File: config.mk
export PLATFORM = sky130hd
export DESIGN_NAME = digit_bbox_detect
export DESIGN_NICKNAME = d
export VERILOG_FILES = /design/src/rtl/bbox_pkg.sv /design/src/rtl/rgb565_luma.sv /design/src/rtl/digit_bbox_detect.sv
export SDC_FILE = /design/constraint.sdc
export NUM_CORES = 1
export LEC_CHECK = 0
export ABC_AREA = 1
export CORE_AREA = 2 2 156 143
export CTS_BUF_LIST = sky130_fd_sc_hd__clkbuf_4
export DETAILED_ROUTE_END_ITERATION = 8
export DIE_AREA = 0 0 158 145
export PLACE_DENSITY = 0.75
export SYNTH_ARGS = -nofsm -noshare
export SYNTH_HDL_FRONTEND = slang
export SYNTH_HIERARCHICAL = 1
export SYNTH_SLANG_ARGS = --single-unit
File: constraint.sdc
create_clock -name Clk -period 4.01 [get_ports Clk]
set_input_delay 0.6015 -clock Clk [delete_from_list [all_inputs] [get_ports Clk]]
set_output_delay 0.6015 -clock Clk [all_outputs]
set_load 0.1 [all_outputs]
File: src/rtl/bbox_pkg.sv
// Shared types and constants for the digit bounding-box detector and its luma front end.
// Latency: none, declarations only.
// Backpressure: none, declarations only.
package bbox_pkg;

    // Coordinate and pixel-count widths
    localparam int XW    = 11;
    localparam int YW    = 10;
    localparam int CNT_W = 21;

    // BT.601-style luma weights, scaled by 256
    localparam logic [15:0] LUMA_R = 16'd77;
    localparam logic [15:0] LUMA_G = 16'd150;
    localparam logic [15:0] LUMA_B = 16'd29;

    typedef enum logic [2:0] {
        WAIT_SYNC,
        IDLE,
        ACTIVE,
        DRAIN,
        PUBLISH
    } bbox_state_t;

    typedef struct packed {
        logic          found;
        logic          err;
        logic [XW-1:0] xmin;
        logic [XW-1:0] xmax;
        logic [YW-1:0] ymin;
        logic [YW-1:0] ymax;
    } box_t;

    // Weighted sum of 8-bit channels; the largest RGB565 expansion stays below 2^16
    function automatic logic [15:0] luma_sum(input logic [7:0] r8,
                                             input logic [7:0] g8,
                                             input logic [7:0] b8);
        return LUMA_R * {8'd0, r8} + LUMA_G * {8'd0, g8} + LUMA_B * {8'd0, b8};
    endfunction

endpackage

File: src/rtl/rgb565_luma.sv
// Two-stage RGB565 to 8-bit luma converter carrying a valid/x/y sideband.
// Latency: 2 cycles from in_vld to out_vld, fully pipelined, one pixel per cycle.
// Backpressure: none; the pixel stream cannot be stalled, so every input is accepted.
module rgb565_luma
    import bbox_pkg::*;
(
    input  logic          clk,
    input  logic          rst,
    input  logic          in_vld,
    input  logic [15:0]   in_dat,
    input  logic [XW-1:0] in_x,
    input  logic [YW-1:0] in_y,
    output logic          out_vld,
    output logic [7:0]    out_dat,
    output logic [XW-1:0] out_x,
    output logic [YW-1:0] out_y
);

    logic          s1_vld;
    logic [7:0]    s1_r;
    logic [7:0]    s1_g;
    logic [7:0]    s1_b;
    logic [XW-1:0] s1_x;
    logic [YW-1:0] s1_y;
    logic [15:0]   s1_sum;

    // Stage 1: expand each channel to 8 bits by zero-filling the LSBs
    always_ff @(posedge clk or posedge rst) begin
        if (rst) begin
            s1_vld <= 1'b0;
            s1_r   <= '0;
            s1_g   <= '0;
            s1_b   <= '0;
            s1_x   <= '0;
            s1_y   <= '0;
        end else begin
            s1_vld <= in_vld;
            s1_r   <= {in_dat[15:11], 3'b000};
            s1_g   <= {in_dat[10:5],  2'b00};
            s1_b   <= {in_dat[4:0],   3'b000};
            s1_x   <= in_x;
            s1_y   <= in_y;
        end
    end

    assign s1_sum = luma_sum(s1_r, s1_g, s1_b);

    // Stage 2: weighted sum, keep the integer part
    always_ff @(posedge clk or posedge rst) begin
        if (rst) begin
            out_vld <= 1'b0;
            out_dat <= '0;
            out_x   <= '0;
            out_y   <= '0;
        end else begin
            out_vld <= s1_vld;
            out_dat <= s1_sum[15:8];
            out_x   <= s1_x;
            out_y   <= s1_y;
        end
    end

endmodule

File: src/rtl/digit_bbox_detect.sv
// Per-frame bounding box of dark (ink) pixels; optional run-length speck filter under BBOX_NOISE_FILTER_EN.
// Latency: result pulses on Box_Valid 4 cycles after ImageState rise is sampled; pixels reach trackers in 3.
// Backpressure: none; the camera stream is never stalled and pixels outside an active frame are dropped.
module digit_bbox_detect
    import bbox_pkg::*;
#(
    parameter int         IMAGE_WIDTH  = 1280,
    parameter int         IMAGE_HEIGHT = 720,
    parameter logic [7:0] THRESH       = 8'd96
`ifdef BBOX_NOISE_FILTER_EN
    ,
    parameter int         RUN_MIN      = 3
`endif
)(
    input  logic          Clk,
    input  logic          Rst,
    input  logic          ImageState,
    input  logic          DataValid,
    input  logic [15:0]   DataPixel,
    output logic          Box_Valid,
    output logic          Box_Found,
    output logic          Frame_Err,
    output logic [XW-1:0] X_Min,
    output logic [XW-1:0] X_Max,
    output logic [YW-1:0] Y_Min,
    output logic [YW-1:0] Y_Max
);

    localparam logic [XW-1:0]    X_LAST    = XW'(IMAGE_WIDTH - 1);
    localparam logic [YW-1:0]    Y_LIM     = YW'(IMAGE_HEIGHT);
    localparam logic [CNT_W-1:0] FRAME_PIX = CNT_W'(IMAGE_WIDTH * IMAGE_HEIGHT);

    bbox_state_t      state_q;
    logic [1:0]       drain_q;
    logic             img_q;
    logic             img_fall;
    logic             frame_start;
    logic             accept;
    logic             box_vld_q;
    box_t             res_q;

    logic [XW-1:0]    x_q;
    logic [YW-1:0]    y_q;
    logic [CNT_W-1:0] pix_cnt_q;

    logic             l_vld;
    logic [7:0]       l_luma;
    logic [XW-1:0]    l_x;
    logic [YW-1:0]    l_y;
    logic             pix_dark;

    logic             upd;
    logic [XW-1:0]    x_lo;
    logic             found_q;
    logic [XW-1:0]    xmin_q;
    logic [XW-1:0]    xmax_q;
    logic [YW-1:0]    ymin_q;
    logic [YW-1:0]    ymax_q;

    assign img_fall    = img_q & ~ImageState;
    // A fall in DRAIN aborts the pending publish; a fall in PUBLISH still publishes the old frame
    assign frame_start = img_fall & ((state_q == IDLE) | (state_q == DRAIN) | (state_q == PUBLISH));
    assign accept      = DataValid & ~ImageState & (state_q == ACTIVE);

    // Previous ImageState for edge detection
    always_ff @(posedge Clk or posedge Rst) begin
        if (Rst) begin
            img_q <= 1'b0;
        end else begin
            img_q <= ImageState;
        end
    end

    // Frame sequencing and registered result publication
    always_ff @(posedge Clk or posedge Rst) begin
        if (Rst) begin
            state_q   <= WAIT_SYNC;
            drain_q   <= '0;
            box_vld_q <= 1'b0;
            res_q     <= '0;
        end else begin
            box_vld_q <= 1'b0;
            case (state_q)
                WAIT_SYNC: begin
                    if (ImageState) state_q <= IDLE;
                end
                IDLE: begin
                    if (img_fall) state_q <= ACTIVE;
                end
                ACTIVE: begin
                    if (ImageState) begin
                        state_q <= DRAIN;
                        drain_q <= '0;
                    end
                end
                DRAIN: begin
                    if (img_fall) begin
                        state_q <= ACTIVE;
                    end else if (drain_q == 2'd2) begin
                        state_q <= PUBLISH;
                    end else begin
                        drain_q <= drain_q + 2'd1;
                    end
                end
                PUBLISH: begin
                    box_vld_q  <= 1'b1;
                    res_q.found <= found_q;
                    res_q.err   <= (pix_cnt_q != FRAME_PIX);
                    res_q.xmin  <= found_q ? xmin_q : '0;
                    res_q.xmax  <= found_q ? xmax_q : '0;
                    res_q.ymin  <= found_q ? ymin_q : '0;
                    res_q.ymax  <= found_q ? ymax_q : '0;
                    state_q     <= img_fall ? ACTIVE : IDLE;
                end
                default: state_q <= WAIT_SYNC;
            endcase
        end
    end

    // Raster position and saturating pixel count; y parks at IMAGE_HEIGHT for overlong frames
    always_ff @(posedge Clk or posedge Rst) begin
        if (Rst) begin
            x_q       <= '0;
            y_q       <= '0;
            pix_cnt_q <= '0;
        end else if (frame_start) begin
            x_q       <= '0;
            y_q       <= '0;
            pix_cnt_q <= '0;
        end else if (accept) begin
            if (pix_cnt_q != '1) pix_cnt_q <= pix_cnt_q + CNT_W'(1);
            if (x_q == X_LAST) begin
                x_q <= '0;
                if (y_q != Y_LIM) y_q <= y_q + YW'(1);
            end else begin
                x_q <= x_q + XW'(1);
            end
        end
    end

    rgb565_luma u_luma (
        .clk     (Clk),
        .rst     (Rst),
        .in_vld  (accept & (y_q < Y_LIM)),
        .in_dat  (DataPixel),
        .in_x    (x_q),
        .in_y    (y_q),
        .out_vld (l_vld),
        .out_dat (l_luma),
        .out_x   (l_x),
        .out_y   (l_y)
    );

    assign pix_dark = l_vld & (l_luma < THRESH);

`ifdef BBOX_NOISE_FILTER_EN
    localparam logic [7:0] RUN_TOP = 8'(RUN_MIN);

    logic [7:0] run_q;
    logic [7:0] run_nxt;

    // Length of the current dark run within a line, saturating at RUN_MIN
    always_comb begin
        run_nxt = '0;
        if (pix_dark) begin
            if (l_x == '0)            run_nxt = 8'd1;
            else if (run_q < RUN_TOP) run_nxt = run_q + 8'd1;
            else                      run_nxt = run_q;
        end
    end

    // Run counter state, restarted with every frame
    always_ff @(posedge Clk or posedge Rst) begin
        if (Rst) begin
            run_q <= '0;
        end else if (frame_start) begin
            run_q <= '0;
        end else if (l_vld) begin
            run_q <= run_nxt;
        end
    end

    // A qualifying run contributes its first column as the left edge
    assign upd  = pix_dark & (run_nxt == RUN_TOP);
    assign x_lo = l_x - XW'(RUN_MIN - 1);
`else
    assign upd  = pix_dark;
    assign x_lo = l_x;
`endif

    // Min/max trackers; frame_start wins over a late pixel of the previous frame
    always_ff @(posedge Clk or posedge Rst) begin
        if (Rst) begin
            found_q <= 1'b0;
            xmin_q  <= '0;
            xmax_q  <= '0;
            ymin_q  <= '0;
            ymax_q  <= '0;
        end else if (frame_start) begin
            found_q <= 1'b0;
            xmin_q  <= '0;
            xmax_q  <= '0;
            ymin_q  <= '0;
            ymax_q  <= '0;
        end else if (upd) begin
            found_q <= 1'b1;
            if (!found_q) begin
                xmin_q <= x_lo;
                xmax_q <= l_x;
                ymin_q <= l_y;
                ymax_q <= l_y;
            end else begin
                if (x_lo < xmin_q) xmin_q <= x_lo;
                if (l_x > xmax_q)  xmax_q <= l_x;
                if (l_y < ymin_q)  ymin_q <= l_y;
                if (l_y > ymax_q)  ymax_q <= l_y;
            end
        end
    end

    assign Box_Valid = box_vld_q;
    assign Box_Found = res_q.found;
    assign Frame_Err = res_q.err;
    assign X_Min     = res_q.xmin;
    assign X_Max     = res_q.xmax;
    assign Y_Min     = res_q.ymin;
    assign Y_Max     = res_q.ymax;

endmodule

* After elaboration in Yosys (flattened, before gate mapping)
Cells that the tools add are included.
** Storage, ports and cells
- Logic and storage cells :: 130
- Output and inout bits :: 45
- Bits in registers :: 204
- Input bits :: 20
** Cells by class
- Reduce and logical (&&, ||, !) cells :: 15
- Bitwise logic cells :: 9
- $mul :: 3
- Magnitude comparators :: 6
- $add $sub $neg :: 6
- Equality and inequality tests :: 19
- Muxes and demuxes :: 44
** Operators by type and width (count)
- 11-bit 2-to-1 mux :: 13
- 10-bit 2-to-1 mux :: 14
- 21-bit 2-to-1 mux :: 3
- 21-bit by 1-bit adder with 21-bit output (second input constant) :: 1
- 21-bit by 20-bit != test with 1-bit output (second input constant) :: 1
- 21-bit != test (second input constant) :: 1
- 15-bit by 16-bit adder with 16-bit output :: 1
- 16-bit by 13-bit adder with 16-bit output :: 1
- 3-bit 2-to-1 mux :: 5
- 3-bit by 2-bit != test with 1-bit output (second input constant) :: 5
- 3-bit case mux with 5 select lines :: 1
- 7-bit by 6-bit multiplier with 13-bit output (first input constant) :: 1
- 7-bit by 5-bit multiplier with 12-bit output (first input constant) :: 1
- 2-bit nonzero test :: 6
- 11-bit by 1-bit adder with 11-bit output (second input constant) :: 1
- 11-bit == test (second input constant) :: 1
- 11-bit > comparator :: 1
- 11-bit < comparator :: 1
- 10-bit by 1-bit adder with 10-bit output (second input constant) :: 1
- 10-bit > comparator :: 1
- 10-bit < comparator :: 1
- 10-bit < comparator (second input constant) :: 1
- 5-bit by 5-bit multiplier with 10-bit output (first input constant) :: 1
- 10-bit != test (second input constant) :: 1
- 17 further kinds :: 38

* Longest topological paths before layout
- Word-level depth :: 6
- Mapped depth :: 25
- Mapped depth without buffers :: 25

* By module
The synthesis kept the hierarchy.
** By module, submodules not included
- digit_bbox_detect :: sequential area each 3403.3 um2, area each 7684.9 um2, cells each 1003, times used 1
- rgb565_luma :: sequential area each 1701.6 um2, area each 4235.3 um2, cells each 404, times used 1

* Worst setup path after synthesis
No wires, ideal clock.
- Kind :: flip-flop to flip-flop
- Start point :: register u_luma.s1_g[5]
- End point :: register u_luma.out_dat[7]
- Data arrival time :: 3.810 ns
- Cell stages (with the launch flop) :: 22
- Buffers on the path :: 0
- Library setup time :: 0.117 ns
- Path slack :: 0.083 ns
- Data required time :: 3.893 ns
- Clock period less this slack :: 3.927 ns
- Path through :: dfrtp_1 -> ha_1 -> ha_1 -> fa_1 -> fa_1 -> nand3_1 -> nand2_1 -> nand2_1 -> a21oi_1 -> xnor2_1 -> fa_1 -> inv_1 -> ha_1 -> nand2_1 -> nor2_1 -> nand2_1 -> clkinv_1 -> nand2_1 -> nand3_2 -> inv_1 -> nand2_1 -> nand2_1
** Between the ends
- Cells in the longest elaborated chain, start to end :: 3
** Ends and longest elaborated chain
- start: declaration :: RTL line rgb565_luma.sv:21 : logic [7:0] s1_g;
- start signal: assignment :: RTL line rgb565_luma.sv:39 : s1_g <= {in_dat[10:5], 2'b00};
- 7-bit by 6-bit multiplier with 13-bit output :: RTL line bbox_pkg.sv:37 : return LUMA_R * {8'd0, r8} + LUMA_G * {8'd0, g8} + LUMA_B * {8'd0, b8};
- 15-bit by 16-bit adder with 16-bit output :: RTL line bbox_pkg.sv:37
- 16-bit by 13-bit adder with 16-bit output :: RTL line bbox_pkg.sv:37
- named net u_luma.s1_sum[15] :: RTL line rgb565_luma.sv:25 : logic [15:0] s1_sum;
- end signal: assignment :: RTL line rgb565_luma.sv:57 : out_dat <= s1_sum[15:8];
- end: declaration :: RTL line rgb565_luma.sv:14 : output logic [7:0] out_dat,
The timed path passes the listed nets, and every way through them passes these cells.
A chain may end at the register's enable or synchronous reset.

* Worst setup path after layout
- Start point :: register u_luma.s1_b[5]
- End point :: register u_luma.out_dat[7]
** Between the ends
- Cells in the longest elaborated chain, start to end :: 2
** Ends and longest elaborated chain
- start: declaration :: RTL line rgb565_luma.sv:22 : logic [7:0] s1_b;
- start signal: assignment :: RTL line rgb565_luma.sv:40 : s1_b <= {in_dat[4:0], 3'b000};
- 5-bit by 5-bit multiplier with 10-bit output :: RTL line bbox_pkg.sv:37
- 16-bit by 13-bit adder with 16-bit output :: RTL line bbox_pkg.sv:37
- named net u_luma.s1_sum[15] :: RTL line rgb565_luma.sv:25
The timed path passes the listed nets, and every way through them passes these cells.

==> flow_summary.yaml <==
critical_path:
  worst-r2r-cell-count: 19
  crit_type: "register to register"
  crit_start: "u_luma/s1_b[5]"
  cp-endpoint: "u_luma/out_dat[7]"
  worst-path-max-fanout: 5
  r2r_slack_ns: -0.01
  cpPeakStageDelay_ns: 0.62
  cp.arrival_ns: 4.54
  end_kind: "register"
  slowest_stage: "fa_1"
  r2r_start: "u_luma/s1_b[5]"
  start_kind: "register"
  cp_cell_sequence: "fa_1 -> ha_4 -> ha_4 -> ha_4 -> nand2_1 -> nand2_1 -> a31oi_2 -> xor2_2 -> fa_1 -> inv_1 -> ha_4 -> nand2_4 -> inv_1 -> nand2_1 -> nand2_1 -> nand2_1 -> nand3_2 -> nand3_2 -> nand2_1"
  crit_top_cell: "nand2_1"
  critical_path_required_ns: 4.53
  r2r_end: "u_luma/out_dat[7]"
floorplan:
  die_h_microns: 145
  ios: 65
  rows: 51
  core_sq_um: 21310
  start_util_pct: 54.89
  die-width_microns: 158
  dieArea_sq_um: 22910
pwr:
  p_per_area_nw_per_um2: 668.7
  p_leak_nw: 6.661
  max-vdd-ir-drop_uv: 478.1
clock_tree:
  clk_path_buf_depth: 2
  cts_tree: "done"
  clock-root-buffer: "clkbuf_4"
  clkLatencyLatePin_ns: 0.62
  clk_pin_slew_worst_paths_ns: 0.18
  cts_buffers: 17
  cts_sinks: 199
  ctsHtreeMaxLevel: 4
cells_and_area:
  syn2layout_area_growth_pct: 14.51
  drive_gt1_share_pct: 10.67
  final_common_cell: "nand2_1"
  final_cell_mix: "366 x nand2_1, 195 x dfrtp_1, 172 x inv_1, 107 x nand3_1, 104 x ha_1"
  nets: 1625
  fin_area_sq_um: 13400
timing:
  clock.fmax_mhz: 248.6
  setup_viol: 1
  maxSlewViolCount: 0
  period_minus_slack_ns: 4.022
  whs_ns: 0.3569
  hold_viol_final: 0
  setup_slack_ns: -0.01182
  skew_ns: 0.04380
  worst_pin_slew_ns: 1.265
  max-slew-margin-rel_pct: 15.34
  fin_crit_sh_pct: 100.3
place:
  routabilityCongestion: 0.8587
  dp_slack_ns: -0.1640
  port_buffers: 64
  dpl.hpwl_mm: 17.29
  post_dp_cell_area_sq_um: 12660
grt:
  grt_antenna_before_repair: 1
  grtUsageTotal_pct: 21.66
  grt_start_max_net_pins: 62
  grt_first_pass_wirelength_mm: 40.35
  grt_overflow_total: 0
  first_global_vias: 8661
route:
  wire_per_inst_microns: 13.78
  dr_total_vias: 9199
  wirelength_mm: 24.30
  drtIter0Drc: 559
  antenna_left: 0
  via_per_inst: 5.215
  firstDrtPassIters: 5
  drc: 0
outcome:
  violations: "negative setup slack"
  status: "finished, violations left"
logic_synthesis:
  syn_area_per_cell_sq_um: 8.453
  synthesis.area_sq_um: 11700
  syn_inst: 1384
  ys_warn_count: 6
  synth_fp_nets: 1550
run:
  max_cap_violations: 0
min_path:
  hp-class: "register to register"
[repair_timing]
| item | 4_1_cts | 5_1_grt |
|---|---|---|
| pin swaps | 2 | 35 |
| endpoints found under the setup margin | 3 | 3 |
| gates resized for setup | 13 | 55 |
| hold buffers | 0 | 0 |
| buffers inserted | 1 | 4 |
[routing by layer]
metal / GRT usage [%] / vias to the layer above / share of wire (%) / wire length [microns]
met1: 31.61 / 4365 / 48 / 11610
met4: 5.045 / 0 / 1.4 / 347
met2: 34.04 / 209 / 46 / 11220
met3: 3.495 / 30 / 4.6 / 1123
li1: - / 4595 / - / -
met5: 0 / - / 0 / 0
[worst min-delay path by stage]
stage | startpoint | endpoint | slack, ns | cells after the start
final | u_luma/s1_x[7] | u_luma/out_x[7] | 0.36 | 0
after global routing | DataPixel[5] | u_luma/s1_g[2] | 0.36 | 1
after CTS | u_luma/s1_x[2] | u_luma/out_x[2] | 0.36 | 0
after detailed placement | u_luma/s1_x[2] | u_luma/out_x[2] | 0.33 | 0
after global placement | u_luma/s1_y[8] | u_luma/out_y[8] | 0.33 | 0
after floorplan | u_luma/s1_vld | u_luma/out_vld | 0.33 | 0
[state kept, by name (all words and copies together), names as in the netlist, 11 cells and up]
register / flops
X_Max: 11
X_Min: 11
pix_cnt_q: 21
u_luma/out_x: 11
u_luma/s1_x: 11
x_q: 11
xmax_q: 11
xmin_q: 11
[critical path: cells and delay by family (launching register included)]
| kind | cells | cell delay (ns) |
|---|---|---|
| adders and majority gates | 6 | 2.18 |
| AOI/OAI and AO/OA | 1 | 0.22 |
| and+or+nand+nor | 9 | 0.74 |
| buffers and inverters | 2 | 0.12 |
| DFF | 1 | 0.52 |
| xor gates and xnor gates | 1 | 0.13 |
[report_power, final]
group          leakage [nW]  switching (mW)  total (mW)  internal [mW]
clock network         0.158           0.791        1.08          0.293
registers              2.66           0.289        2.71           2.42
logic                  3.84            3.50        5.16           1.66
total                  6.66            4.58        8.96           4.38
[metrics by stage]
| step | TNS, ns | power [mW] | util [%] | std cells |
|---|---|---|---|---|
| after detailed placement | -0.3594 | 7.259 | 59.39 | 1726 |
| after floorplan | 0 | 6.224 | - | 1384 |
| after global placement | -0.01888 | 7.151 | 59.39 | 1726 |
| after CTS | 0 | 8.396 | 61.27 | 1759 |
| final | -0.01182 | 8.958 | 62.86 | 1764 |
| after global routing | -0.3353 | 9.604 | 62.86 | 1764 |
[cell type report]
type	instances	area, sq um
inverters	187	705.7
repair buffers	88	833.3
well taps	291	364.1
diodes	1	2.502
clock buffers	17	127.6
fillers	1830	7916
multi-input cells	966	6202
flip-flops and latches	199	4985
clock inverters	15	176.4
Power figures use the tool's default switching activity.
